`config.mk`:
```
export PLATFORM = sky130hd
export DESIGN_NAME = interrupt_controller
export DESIGN_NICKNAME = d
export VERILOG_FILES = /design/src/rtl/interrupt_controller.sv
export SDC_FILE = /design/constraint.sdc
export NUM_CORES = 1
export LEC_CHECK = 0
export CORE_ASPECT_RATIO = 1.4
export CORE_UTILIZATION = 48
export CTS_CLUSTER_DIAMETER = 100
export DETAILED_ROUTE_END_ITERATION = 16
export PLACE_DENSITY = 0.71
export SLEW_MARGIN = 20
export SYNTH_ARGS = -nofsm -noshare
export SYNTH_HDL_FRONTEND = slang
export SYNTH_SLANG_ARGS = --single-unit
```
`constraint.sdc`:
```
create_clock -name clk -period 2.7 [get_ports clk]
set_clock_uncertainty 0.2 [all_clocks]
set_input_delay 0.54 -clock clk [delete_from_list [all_inputs] [get_ports clk]]
set_output_delay 0.54 -clock clk [all_outputs]
set_load 0.05 [all_outputs]
```
`src/rtl/interrupt_controller.sv`:
```
// Prioritised, nestable interrupt controller for the 8-bit program sequencer.
// Edge-detected requests, fixed priority (index 0 highest), LIFO return-address stack.
module interrupt_controller #(
    parameter int unsigned NUM_IRQ     = 4,
    parameter int unsigned STACK_DEPTH = 4,
    parameter logic [7:0]  VEC_BASE    = 8'hF0,
    localparam int unsigned DW         = $clog2(STACK_DEPTH + 1)
) (
    input  logic               clk,
    input  logic               sync_reset,
    input  logic [NUM_IRQ-1:0] irq,
    input  logic               ei,
    input  logic               di,
    input  logic               reti,
    input  logic [7:0]         seq_next_addr,
    output logic               vector_valid,
    output logic [7:0]         vector_addr,
    output logic [NUM_IRQ-1:0] irq_ack,
    output logic               ret_valid,
    output logic [7:0]         ret_addr,
    output logic [DW-1:0]      depth,
    output logic               in_service,
    output logic               underflow
);

    localparam int unsigned LW = $clog2(NUM_IRQ + 1);
    localparam int unsigned SW = (STACK_DEPTH > 1) ? $clog2(STACK_DEPTH) : 1;

    typedef enum logic [1:0] {StIdle, StVector, StReturn} state_e;

    state_e             state_q, state_d;
    logic [NUM_IRQ-1:0] irq_q, irq_d;
    logic [NUM_IRQ-1:0] pending_q, pending_d;
    logic               gie_q, gie_d;
    logic [LW-1:0]      cur_level_q, cur_level_d;
    logic [LW-1:0]      sel_q, sel_d;
    logic [DW-1:0]      depth_q, depth_d;
    logic               underflow_q, underflow_d;
    logic               vector_valid_q, vector_valid_d;
    logic [7:0]         vector_addr_q, vector_addr_d;
    logic [NUM_IRQ-1:0] irq_ack_q, irq_ack_d;
    logic               ret_valid_q, ret_valid_d;
    logic [7:0]         ret_addr_q, ret_addr_d;
    logic [7:0]         stack_addr_q [STACK_DEPTH];
    logic [7:0]         stack_addr_d [STACK_DEPTH];
    logic [LW-1:0]      stack_lvl_q  [STACK_DEPTH];
    logic [LW-1:0]      stack_lvl_d  [STACK_DEPTH];

    logic               found;
    logic [LW-1:0]      cand;
    logic [7:0]         cand8;
    logic               takeable;
    logic [SW-1:0]      push_idx;
    logic [SW-1:0]      top_idx;
    logic [NUM_IRQ-1:0] rise;

    always_comb begin
        found = 1'b0;
        cand  = '0;
        for (int i = int'(NUM_IRQ) - 1; i >= 0; i--) begin
            if (pending_q[i]) begin
                found = 1'b1;
                cand  = LW'(i);
            end
        end
        cand8    = 8'(cand);
        takeable = found && gie_q && (cand < cur_level_q) && (depth_q < DW'(STACK_DEPTH));
        push_idx = SW'(depth_q);
        top_idx  = SW'(depth_q - 1'b1);
        rise     = irq & ~irq_q;

        state_d        = state_q;
        irq_d          = irq;
        pending_d      = pending_q | rise;
        gie_d          = di ? 1'b0 : (ei ? 1'b1 : gie_q);
        cur_level_d    = cur_level_q;
        sel_d          = sel_q;
        depth_d        = depth_q;
        underflow_d    = underflow_q;
        vector_valid_d = 1'b0;
        vector_addr_d  = '0;
        irq_ack_d      = '0;
        ret_valid_d    = 1'b0;
        ret_addr_d     = '0;
        stack_addr_d   = stack_addr_q;
        stack_lvl_d    = stack_lvl_q;

        unique case (state_q)
            StIdle: begin
                // A return beats a takeable interrupt in the same cycle.
                if (reti) begin
                    if (depth_q != '0) begin
                        state_d     = StReturn;
                        ret_valid_d = 1'b1;
                        ret_addr_d  = stack_addr_q[top_idx];
                    end else begin
                        underflow_d = 1'b1;
                    end
                end else if (takeable) begin
                    state_d        = StVector;
                    sel_d          = cand;
                    vector_valid_d = 1'b1;
                    vector_addr_d  = VEC_BASE + (cand8 << 2);
                    irq_ack_d      = NUM_IRQ'(1) << cand;
                end
            end
            StVector: begin
                stack_addr_d[push_idx] = seq_next_addr;
                stack_lvl_d[push_idx]  = cur_level_q;
                cur_level_d            = sel_q;
                depth_d                = depth_q + 1'b1;
                // A fresh edge on the acknowledged line survives the clear.
                pending_d              = (pending_q & ~irq_ack_q) | rise;
                state_d                = StIdle;
            end
            StReturn: begin
                cur_level_d = stack_lvl_q[top_idx];
                depth_d     = depth_q - 1'b1;
                state_d     = StIdle;
            end
            default: state_d = StIdle;
        endcase
    end

    always_ff @(posedge clk) begin
        if (sync_reset) begin
            state_q        <= StIdle;
            irq_q          <= '0;
            pending_q      <= '0;
            gie_q          <= 1'b0;
            cur_level_q    <= LW'(NUM_IRQ);
            sel_q          <= '0;
            depth_q        <= '0;
            underflow_q    <= 1'b0;
            vector_valid_q <= 1'b0;
            vector_addr_q  <= '0;
            irq_ack_q      <= '0;
            ret_valid_q    <= 1'b0;
            ret_addr_q     <= '0;
        end else begin
            state_q        <= state_d;
            irq_q          <= irq_d;
            pending_q      <= pending_d;
            gie_q          <= gie_d;
            cur_level_q    <= cur_level_d;
            sel_q          <= sel_d;
            depth_q        <= depth_d;
            underflow_q    <= underflow_d;
            vector_valid_q <= vector_valid_d;
            vector_addr_q  <= vector_addr_d;
            irq_ack_q      <= irq_ack_d;
            ret_valid_q    <= ret_valid_d;
            ret_addr_q     <= ret_addr_d;
            stack_addr_q   <= stack_addr_d;
            stack_lvl_q    <= stack_lvl_d;
        end
    end

    assign vector_valid = vector_valid_q;
    assign vector_addr  = vector_addr_q;
    assign irq_ack      = irq_ack_q;
    assign ret_valid    = ret_valid_q;
    assign ret_addr     = ret_addr_q;
    assign depth        = depth_q;
    assign in_service   = (depth_q != '0);
    assign underflow    = underflow_q;

endmodule

```
==> results.md <==
- Die Y: 96.94 um
- Slew headroom: 64.86%
- Asr flop ratio synth: 0%
- Hold path cells: 2
- Initial Utilization: 49.76%
- Layout Cells excl Fill: 339
- Crit-path cells: nor2_2, o21ai_1, inv_1, ha_1, nor3b_1, o21a_1, or4b_1, o22ai_1
- Cells after Synth: 212
- Tmin final: 2.469 ns
- R2r startpoint: pending_q[0]
- Cts repair resizes: 0
- EDFF count, synth: 44
- H-tree depth: 3
- # fillers: 502
- Vias/cell: 5.035
- Tot GR Track Use: 16.83%
- CP startpoint kind: flop
- Number of library cell types mapped by synthesis: 39
- Grt total ovfl: 0
- Clk buf depth: 2
- Core area: 0.006211 mm^2
- Via Count: 1707
- # diodes: 0
- Antenna viol nets, final: 0
- Reg2reg setup slack: 0.23 ns
- Tightest Pin Transition: 0.5255 ns
- Drc violations: 0
- Postcts setup bufs: 0
- Final Max Tran Viols: 0
- Worst hold endpoint: underflow
- CP top delay family: simple AND/OR/NAND/NOR gates
- Slowest cell on the critical path: or4b_1
- Depth of the most critical reg-to-reg path: 8
- # IOs: 44
- Post-synth top area share: 42.75%
- Met3 GRT Util: 4.375%
- Placed Instances: 323
- Area contributors post-synth: edfxtp_1, dfxtp_1, mux4_2
- Clock insertion delay at the later pin of the skew report: 0.34 ns
- Post-synth top area cell: edfxtp_1
- Largest stage delay, worst path: 0.73 ns
- CTS Buf Count: 9
- Synth Flop Type: edfxtp_1
- Die area: 0.006768 mm^2
- Initial antenna violation count: 0
- CTS tree: built
- Hold_sp: underflow
- WL final: 5217 um
- Worst Hold Class: flop to flop
- Crit-path max FO: 10
- FF-to-FF End: sel_q[0]
- Syn Std Cell Area: 0.003090 mm^2
- First DRT Iteration DRCs: 53
- First-pass GRT wire length: 8466 um
- GR Util met1: 18.79%
- M2 GR Usage: 29.96%
- Chip width: 69.82 um
- Pwr per Cell Area: 889.5 mW/mm^2
- Share of cells above drive strength 1: 15.73%
- Maximum vdd drop: 0.5123 mV
- Leak: 0.001311 uW
- Unrepaired setup endpoints after global routing: false
- Vias in the first global route: 1773
- Worst endpoint required time: 2.76 ns
- Hpwl dp: 3650 um
- Reg clk slew, reported paths: 0.08 ns
- Final core utilization: 60.70%
- Port bufs: 41
- Worst Setup End Kind: flop
- Core Rows: 34
- YS warnings: 0
- Setup CP Type: flop to flop
- Post-synthesis sequential area ratio: 66.72%
- Max-Cap Viols: 0
- Crit path arrival time: 2.53 ns
- Final #Nets: 288
- Routed WL per cell: 15.39 um
- Busiest layer in global routing: met2
- 1st-pass router iterations: 4
- Area grow syn2layout: 21.98%
- TNS Setup: 0 ns
- Global placer's final weighted congestion: 0.7973
- CP Buf/Inv Count: 1
- Final Hold Fails: 0
- Num Clock Sinks: 81
- Cts hold-fix bufs: 0
- Ratio of final minimum period to clock period: 91.45%
- Syn Area/Cell: 14.58 um^2
- Largest net degree at the start of global routing: 21
- Max frequency: 405.0 MHz
- Synthesis-stage register bit count: 81
- Status: finished, final reports clean
- Root Buffer Master: clkbuf_8
- Final hold slack: 0.2793 ns
- # setup viols final: 0
## cell usage in the layout (no fill, tap or decap), drive strengths merged
master         instances
a2111oi                1
a211oi                 3
a21oi                  6
a311o                  1
a31o                   1
a31oi                  1
and2                   4
buf                   10
clkbuf                11
clkdlybuf4s50         40
clkinv                 2
clkinvlp               1
conb                   2
dfxtp                 37
edfxtp                44
ha                     9
inv                   14
mux2                   1
mux2i                  2
mux4                  11
nand2                  8
nand2b                 5
nand3                  1
nor2                  16
nor2b                 20
nor3                   2
nor3b                  3
nor4bb                 1
o21a                   1
o21ai                  1
o21bai                 1
o22ai                  2
or3b                   1
or4b                   1
xnor2                  2
xor2                   1
## worst max-delay path by stage
stage | start | to | slack (ns) | cells after the start
6_report | pending_q[0] | sel_q[0] | 0.23 | 8
5_1_grt | pending_q[0] | sel_q[0] | 0.08 | 8
4_1_cts | pending_q[0] | sel_q[1] | 0.21 | 8
3_5_place_dp | reti | sel_q[0] | 0.21 | 4
3_3_place_gp | reti | sel_q[0] | 0.25 | 4
2_1_floorplan | depth[0] | cur_level_q[0] | 0.13 | 7
## stage by stage
step | setup WS (ns) | total power (uW) | instance area, um^2
floorplan | 0.1280 | 2283 | 3095
global placement | 0.2452 | 2619 | 3600
detailed placement | 0.2062 | 2638 | 3600
CTS | 0.2096 | 3402 | 3770
global route | 0.08285 | 3537 | 3770
finish | 0.2307 | 3353 | 3770
## cell usage after synthesis, drive strengths merged, types with 3 or more instances
cell and count:
and2 4, clkbuf 3, mux4 11, a211oi 3, nor2 16, inv 12
edfxtp 44, nand2 8, nor2b 20, dfxtp 37, ha 9, a21oi 6
nor3b 3, nand2b 5, buf 9
## layout make-up
class	count	area, um^2	share of cell area, %
clock buffer	11	131.4	3.485
clock inverter	5	38.79	1.029
inverter	12	45.04	1.195
multi-input combinational	108	913.4	24.23
sequential	81	2063	54.73
tap	72	90.09	2.390
timing repair buffer	50	488.0	12.94
## metal layers
metal,share of wire [%],vias to the layer above
met5,0,-
met4,1.5,0
met3,3.3,7
met2,55,41
met1,40,818
li1,-,841
## worst min-delay path, stage by stage, from the launching register on
cell and delay (ns):
dfxtp_1 0.33, a31oi_1 0.05, nor2_1 0.07
## report_power, final
group          total, uW  leakage [uW]  switching (uW)  internal, uW
registers           1480      0.000699            72.4          1410
logic               1110      0.000528             599           514
clock network        761     0.0000843             420           341
## sequential cells by signal, indices dropped and copies added (netlist names), 2 cells and up
name	count
sel_q	2
pending_q	4
stack_lvl_q	12
irq_q	4
cur_level_q	3
depth	3
state_q	2
vector_addr	3
irq_ack	4
stack_addr_q	32
ret_addr	8
## logic make-up (layout without fill, tap and decap cells)
logic type      after synthesis  after routing  share of synthesized area [%]
buf+inv                      24             78                          3.846
mux                          14             14                          9.028
xor+xnor                      3              3                         0.8504
flops                        81             81                          66.72
fa+ha+maj                     9              9                          3.644
simple gates                 62             62                          11.34
other cells                   1              2                         0.1213
compound gates               18             18                          4.454
(Power assumes the default switching activity.)
==> variant: new RTL, same flow settings <==
Set the parameter `NUM_IRQ` to 2 (it was 4).
--- a/src/rtl/interrupt_controller.sv
+++ b/src/rtl/interrupt_controller.sv
@@ -1,7 +1,7 @@
 // Prioritised, nestable interrupt controller for the 8-bit program sequencer.
 // Edge-detected requests, fixed priority (index 0 highest), LIFO return-address stack.
 module interrupt_controller #(
-    parameter int unsigned NUM_IRQ     = 4,
+    parameter int unsigned NUM_IRQ     = 2,
     parameter int unsigned STACK_DEPTH = 4,
     parameter logic [7:0]  VEC_BASE    = 8'hF0,
     localparam int unsigned DW         = $clog2(STACK_DEPTH + 1)
Interface: changed (resized irq and irq_ack); port bits go from 44 to 40. No check against the original RTL was run, so the function may have changed too.
==> variant against the original RTL <==
- design area shrank 17%
- wire length down 17%
- largest cell class unchanged
- die area down 17%
- critical path depth shrank 7
- power is 19% lower
- area after synthesis shrank 17%
- first-iteration DRC count increased by 42%
- critical path type is now register to primary output
- sequential cell count fell by 14
- via count down 17%
- highest routed layer unchanged
- sequential share of layout area is 0.75 points higher
- setup slack improved by 0.15 ns
==> variant: results (changes against the original RTL) <==
Crit path max-delay family buffers and inverters; leakage 0.00108 uW (-18%); final layout net count 231 (-20%); worst IR drop on VDD 0.470 mV (-8.3%); routability cong. 0.776 (-2.7%); share of layout cells above drive strength 1 15.0% (-0.71 points); Post-synth EDFFs 40 (-9.1%); Post-CTS Setup Bufs 0 (unchanged); crit path DAT 1.58 ns (-0.95 ns); CTS root buffer clkbuf_8; largest fanout on the critical path 4 (-6); Hold Buf Count CTS 0 (unchanged); highest-delay cell along the critical path clkdlybuf4s50_1; Max stage delay on crit path 0.83 ns (+0.10 ns); global-route wire length before repair 6.84 mm (-19%); Async S/R FF share, synth 0% (unchanged); pin count of the biggest net entering global routing 16 (-24%); Hold WC Path Type register to register; HPWL after DPL 3.01 mm (-17%); number of diodes 0 (unchanged); Synth top cells by count edfxtp_1, dfxtp_1, and2_1, nor2_1, ha_1; max cap viols 0 (unchanged); vias in the first global route 1458 (-18%); DR pass1 iterations 5 (+1); port bufs 36 (-12%); top cells by area, synth edfxtp_1, dfxtp_1, mux4_2; DR WL/cell 15.5 um (+0.59%); H-Tree Depth 3 (unchanged); Max Root-Sink Buffers 2 (unchanged); max reg flops 32 (unchanged); status complete, no violations; post-synthesis sequential area ratio 68.1% (+1.4 points); Tot GR Track Use 17.3% (+0.44 points); post-synthesis cell type count 35 (-10%); CTS Buf Count 9 (unchanged); DRT iter0 DRCs 75 (+42%); grt total ovfl 0 (unchanged); Relative slew margins 63.0% (-1.9 points); initial antenna violation count 0 (unchanged); vias per cell 5.07 (+0.65%); Pins Over Slew Limit 0 (unchanged); post_cts resized 0 (unchanged); largest reg by FF count stack_addr_q; Worst-Skew Late Latency 0.33 ns; Clock transition at path regs 0.07 ns; Synth Flop Type edfxtp_1; Yosys warnings 0 (unchanged)
==> variant: changes by cell type after synthesis, sizes merged, moves of 4 or more <==
cell and delta:
and2 +8, dfxtp -10, edfxtp -4, inv -5
nor2 -4, nor2b -14
==> variant: kinds of logic after synthesis <==
logic type	after synthesis	synth area share (%)
compound gates	12	3.43
simple gates	46	9.93
xor+xnor	3	1.03
buf+inv	18	4.01
flops	67	68.1
other cells	1	0.147
fa+ha+maj	8	3.91
mux	12	9.44
==> variant: final cells by class <==
type	count	area (um2)
fill	404	2020
sequential	67	1740
multi-input combinational	84	721
timing repair buffer	39	390
clock buffer	10	138
tap	66	82.6
clock inverter	6	40.0
inverter	7	26.3
==> variant: worst paths after layout <==
kind / from / endpoint / slack [ns] / depth (start not counted)
worst min register to register: underflow / underflow / 0.28 / 2
worst max register to register: depth[1] / cur_level_q[1] / 0.72 / 4
worst min-delay path: underflow / underflow / 0.28 / 2
worst max-delay path: depth[2] / depth[2] / 0.38 / 1
==> variant: report_power, final <==
| part | internal, uW | total, uW | switching (uW) |
|---|---|---|---|
| Combinational | 352 | 795 | 443 |
| Sequential | 1140 | 1180 | 36.4 |
| Clock | 356 | 726 | 370 |
==> variant: metrics by stage <==
| stage | setup slack (ns) | util (%) | cell area (um2) | hold slack, ns | std cells |
|---|---|---|---|---|---|
| floorplan | 0.253 | - | 2560 | 0.254 | 169 |
| global placement | 0.347 | 57.4 | 2960 | 0.250 | 263 |
| detailed placement | 0.278 | 57.4 | 2960 | 0.266 | 263 |
| CTS | 0.362 | 60.9 | 3140 | 0.284 | 279 |
| global route | 0.312 | 60.9 | 3140 | 0.325 | 279 |
| finish | 0.382 | 60.9 | 3140 | 0.281 | 279 |
==> variant: per-layer routing <==
metal / wire, um / up-vias / global-route usage [%]
met5: 0 / - / 0
met4: 46 / 0 / 13.0
met3: 202 / 6 / 3.87
met2: 2440 / 43 / 31.4
met1: 1630 / 688 / 17.1
li1: - / 677 / -
